`config.mk`:
```
export PLATFORM = sky130hd
export DESIGN_NAME = mem_arbiter
export DESIGN_NICKNAME = d
export VERILOG_FILES = /design/src/rtl/mem_arbiter.sv
export SDC_FILE = /design/constraint.sdc
export NUM_CORES = 1
export LEC_CHECK = 0
export ABC_AREA = 1
export CORE_UTILIZATION = 44
export DETAILED_ROUTE_END_ITERATION = 8
export GPL_TIMING_DRIVEN = 1
export PLACE_DENSITY = 0.83
export SLEW_MARGIN = 20
export SYNTH_ARGS = -nofsm -noshare
export SYNTH_HDL_FRONTEND = slang
export SYNTH_SLANG_ARGS = --single-unit
```
`constraint.sdc`:
```
create_clock -name Clk -period 2.1 [get_ports Clk]
set_input_delay 0.21 -clock Clk [delete_from_list [all_inputs] [get_ports Clk]]
set_output_delay 0.21 -clock Clk [all_outputs]
set_load 0.01 [all_outputs]
```
`src/rtl/mem_arbiter.sv`:
```
// Two-port arbiter in front of a single-port data memory: one transaction in
// flight, alternating priority, registered completion pulse and read data.

module mem_arbiter_port #(
  parameter int DATA_W = 32
) (
  input  logic              Clk,
  input  logic              Reset_n,
  input  logic              serve,
  input  logic              rd,
  input  logic [DATA_W-1:0] read_data,
  output logic              done,
  output logic [DATA_W-1:0] rdata
);

  // done follows serve by one cycle; rdata only moves on this port's reads
  always_ff @(posedge Clk or negedge Reset_n) begin
    if (!Reset_n) begin
      done  <= 1'b0;
      rdata <= '0;
    end else begin
      done <= serve;
      if (serve && rd) rdata <= read_data;
    end
  end

endmodule

module mem_arbiter #(
  parameter int ADDR_W = 32,
  parameter int DATA_W = 32
) (
  input  logic              Clk,
  input  logic              Reset_n,
  input  logic              Req0,
  input  logic              Req1,
  input  logic              We0,
  input  logic              We1,
  input  logic [ADDR_W-1:0] Addr0,
  input  logic [ADDR_W-1:0] Addr1,
  input  logic [DATA_W-1:0] WData0,
  input  logic [DATA_W-1:0] WData1,
  output logic              Gnt0,
  output logic              Gnt1,
  output logic              Done0,
  output logic              Done1,
  output logic [DATA_W-1:0] RData0,
  output logic [DATA_W-1:0] RData1,
  output logic [ADDR_W-1:0] Address,
  output logic [DATA_W-1:0] WriteData,
  output logic              MemWrite,
  output logic              MemRead,
  input  logic [DATA_W-1:0] ReadData
);

  localparam int NUM_PORTS = 2;

  typedef struct packed {
    logic              we;
    logic [ADDR_W-1:0] addr;
    logic [DATA_W-1:0] wdata;
  } req_t;

  typedef enum logic [1:0] {IDLE, SERVE0, SERVE1} state_t;

  state_t state, state_nxt;
  logic   prio;
  req_t   lat;
  logic   grant, grant_sel, in_serve;

  req_t [NUM_PORTS-1:0]             port_req;
  logic [NUM_PORTS-1:0]             req_vec, serve, done;
  logic [NUM_PORTS-1:0][DATA_W-1:0] rdata;

  assign port_req[0] = {We0, Addr0, WData0};
  assign port_req[1] = {We1, Addr1, WData1};
  assign req_vec     = {Req1, Req0};

  // The serving port's own Req is ignored at the end of its SERVE, so a
  // continuously requesting peer always gets the next slot.
  always_comb begin
    state_nxt = IDLE;
    case (state)
      IDLE: begin
        if (req_vec[0] && (!req_vec[1] || !prio)) state_nxt = SERVE0;
        else if (req_vec[1])                      state_nxt = SERVE1;
      end
      SERVE0:  if (req_vec[1]) state_nxt = SERVE1;
      SERVE1:  if (req_vec[0]) state_nxt = SERVE0;
      default: state_nxt = IDLE;
    endcase
  end

  assign grant     = (state_nxt != IDLE);
  assign grant_sel = (state_nxt == SERVE1);

  always_ff @(posedge Clk or negedge Reset_n) begin
    if (!Reset_n) begin
      state <= IDLE;
      prio  <= 1'b0;
      lat   <= '0;
    end else begin
      state <= state_nxt;
      if (grant) begin
        prio <= ~grant_sel;
        lat  <= port_req[grant_sel];
      end
    end
  end

  assign serve[0] = (state == SERVE0);
  assign serve[1] = (state == SERVE1);
  assign in_serve = |serve;

  // Memory strobes decode straight from state so reset kills them at once
  assign Address   = in_serve ? lat.addr  : '0;
  assign WriteData = in_serve ? lat.wdata : '0;
  assign MemWrite  = in_serve &  lat.we;
  assign MemRead   = in_serve & ~lat.we;

  for (genvar p = 0; p < NUM_PORTS; p++) begin : g_port
    mem_arbiter_port #(.DATA_W(DATA_W)) u_port (
      .Clk      (Clk),
      .Reset_n  (Reset_n),
      .serve    (serve[p]),
      .rd       (~lat.we),
      .read_data(ReadData),
      .done     (done[p]),
      .rdata    (rdata[p])
    );
  end

  assign Gnt0   = serve[0];
  assign Gnt1   = serve[1];
  assign Done0  = done[0];
  assign Done1  = done[1];
  assign RData0 = rdata[0];
  assign RData1 = rdata[1];

endmodule
```
==> results by group, run 1 <==
Setup path
  – Worst r2r src: state[0]
  – RR Endpoint: lat[52]
  – Crit Path Class: flip-flop to output port
  – CP endpoint kind: output port
  – Critical Path Start Type: flip-flop
  – Worst EP arrival: 1.84 ns
  – Reg2Reg Setup Slack: 0.13 ns
  – Register-to-Register Path Depth: 9
  – Req. time, crit path: 1.89 ns
  – Crit path max fanout: 15

Job
  – Max-cap violations: 0

STA
  – Tcrit/Tclk final: 97.6%
  – Final setup viols: 0
  – RSZ-0062 raised after global routing: false
  – Setup tns final: 0 ns
  – Skew final: 0.00907 ns
  – Slew @ Worst Pin: 0.547 ns
  – Relative slew margins: 63.5%
  – Period minus WS final: 2.05 ns
  – Fin. Hold Viols: 0
  – Fmax: 488 MHz
  – Slew Limit Fails: 0

Clocking
  – Clock buffer depth: 2
  – CTS sink cnt: 134
  – CTS H-tree lvls: 4
  – Clk_lat worst skew: 0.41 ns
  – CTS buffer count: 17
  – CTS tree: yes
  – Clk pin slew, worst setup/hold paths: 0.06 ns
  – CTS Root Cell: clkbuf_16

Floorplanning
  – Initial core utilization: 45.0%
  – Die height: 121 um
  – Die area: 14600 um^2
  – Die width: 121 um
  – CORE AREA: 13800 um^2
  – Ports: 300
  – Row count: 43

Global routing
  – Initial antenna violation count: 0
  – GRT Overall Usage: 28.6%
  – Vias in the first global route: 6307
  – Largest net degree at the start of global routing: 82
  – First-pass GRT wire length: 32.1 mm
  – Overflow after GRT: 0

Routing
  – Drt via density: 5.06
  – Top Layer Used: met4
  – Met1 Wirelength: 7.93 mm
  – Vias: 6386
  – Total Wirelength: 20.6 mm
  – DR WL met3: 1.70 mm
  – Initial drt markers: 523
  – Met2 wire len: 10.4 mm
  – Pre-antenna DRT Iters: 5
  – Post-route DRC: 0
  – Per-cell routed wire length: 16.3 um
  – ANT nets after route: 0

Logic synthesis
  – Post-Synth XOR/XNOR Area: 0%
  – Compound-gate portion of the synthesized area: 5.14%
  – Yosys reg bits: 134
  – Synthesized cell area: 6230 um^2
  – Mux cell area share after synthesis: 0%
  – Synth Area in Simple Gates: 28.9%
  – Synthesized area per cell: 8.12 um^2
  – Syn Nets: 937
  – Synthesized instance count: 767
  – Main combinational cell family by area after synthesis: simple AND/OR/NAND/NOR gates
  – Ys Warns: 0
  – Post-synthesis sequential area ratio: 53.9%
  – Adder-cell share of the synthesized area: 0.804%
  – Post-synth cell types: 16

Pwr
  – P_sw: 6.03 mW
  – Reg power frac: 30.2%
  – Design Power: 15.3 mW
  – Clock power frac: 18.3%
  – Internal Power: 9.24 mW
  – VDD IR max: 0.000730 V
  – LEAKAGE: 5.22 nW
  – Sw frac: 39.5%
  – Combinational power share: 51.5%
  – PD cells: 1530 nW/um^2

Min path
  – Hold Path Class: input pin to async pin

Final layout
  – Diodes inserted: 0
  – Commonest non-fill, non-tap cells in the layout: clkdlybuf4s50_1 (230), nand2_1 (204), nand3_1 (192)
  – Commonest non-fill, non-tap cell in the layout: clkdlybuf4s50_1
  – Non-Filler Instances: 1261
  – Layout Nets: 1239
  – Layout cell share with drive strength beyond 1: 11.7%
  – Area grow syn2layout: 59.8%

Place
  – GP Congestion: 0.829
  – Post-DP HPWL: 13.9 mm
  – Post-Place Cells: 1216
  – IO buf count: 299

Run status
  – Outcome: finished, final reports clean
state kept, by name, summed over array words and instances (netlist names):
| signal | count |
|---|---|
| lat | 65 |
| g_port.u_port.rdata | 64 |
| g_port.u_port.done | 2 |
| state | 2 |
| prio | 1 |
critical path, stage by stage (launching register included):
cell,delay [ns]
dfrtp_1,0.39
inv_2,0.09
ha_4,0.22
buf_12,0.13
buf_12,0.12
buf_16,0.15
nand2_1,0.06
inv_1,0.04
clkdlybuf4s15_1,0.22
through the flow:
step                utilization [%]  instance area [um^2]  hold WS (ns)  setup slack, ns
floorplan                         -                  6230       -0.0856            0.583
global placement               67.9                  9390         0.211            0.116
detailed placement             67.9                  9390         0.207           0.0733
CTS                            72.5                 10000         0.334          0.00306
global route                   71.9                  9950         0.349         0.000382
finish                         71.9                  9950         0.337           0.0510
kinds of logic after synthesis:
logic type / count (synthesis)
buf+inv: 159
compound gates: 64
simple gates: 406
fa+ha+maj: 4
flops: 134
cell type report:
type / instances / area [um^2]
fill: 1099 / 3880
sequential: 134 / 3350
timing repair buffer: 334 / 3220
multi-input combinational: 474 / 2190
clock buffer: 17 / 425
inverter: 108 / 407
tap: 180 / 225
clock inverter: 14 / 131
power groups by stage:
stage / Clock (mW) / Sequential [mW] / Combinational, mW
2_1_floorplan: 0 / 4.77 / 3.55
3_3_place_gp: 0 / 4.57 / 7.42
3_5_place_dp: 0 / 4.63 / 7.60
4_1_cts: 2.82 / 4.60 / 7.90
5_1_grt: 2.97 / 4.74 / 8.61
6_report: 2.79 / 4.61 / 7.86
Yosys cell counts (all sizes together):
master	number	area [um^2]
nand3	193	978
nor2	3	16.3
dfrtp	134	3350
o21ai	64	320
ha	4	50.1
clkbuf	9	33.8
inv	108	405
nand2	210	803
buf	42	265
worst max path at each step:
stage             start  slack, ns       endpoint  depth (start not counted)
4_1_cts        state[0]      0.003  WriteData[15]                          8
3_3_place_gp   state[1]       0.12  WriteData[23]                          6
6_report       state[1]       0.05  WriteData[31]                          8
3_5_place_dp   state[1]       0.07  WriteData[23]                          6
5_1_grt        state[1]     0.0004  WriteData[31]                          8
2_1_floorplan  state[0]       0.58    Address[22]                          6
per-layer routing:
| metal | GRT usage (%) | vias to the layer above |
|---|---|---|
| met4 | 12.0 | 0 |
| li1 | - | 3038 |
| met3 | 8.36 | 37 |
| met1 | 34.1 | 3037 |
| met2 | 48.2 | 274 |
| met5 | 0 | - |
repair_timing:
action / 4_1_cts / 5_1_grt
resized for setup: 134 / 50
gates cloned: 3 / 1
setup endpoints to repair: 66 / 46
hold buffers: 1 / 0
pin swaps: 1 / 0
setup buffers: 7 / 2
endpoints found under the hold margin: 134 / 0
Power figures use the tool's default switching activity.
==> inputs of run 2 (changes only) <==
SLEW_MARGIN = 10   (was 20)
==> results of run 2 <==
No change in the layout: final DEF, timing and power equal those of run 1.
==> inputs of run 3 (changes only) <==
CAP_MARGIN = 15   (was not set)
==> results of run 3 <==
No change in the layout: final DEF, timing and power equal those of run 1.
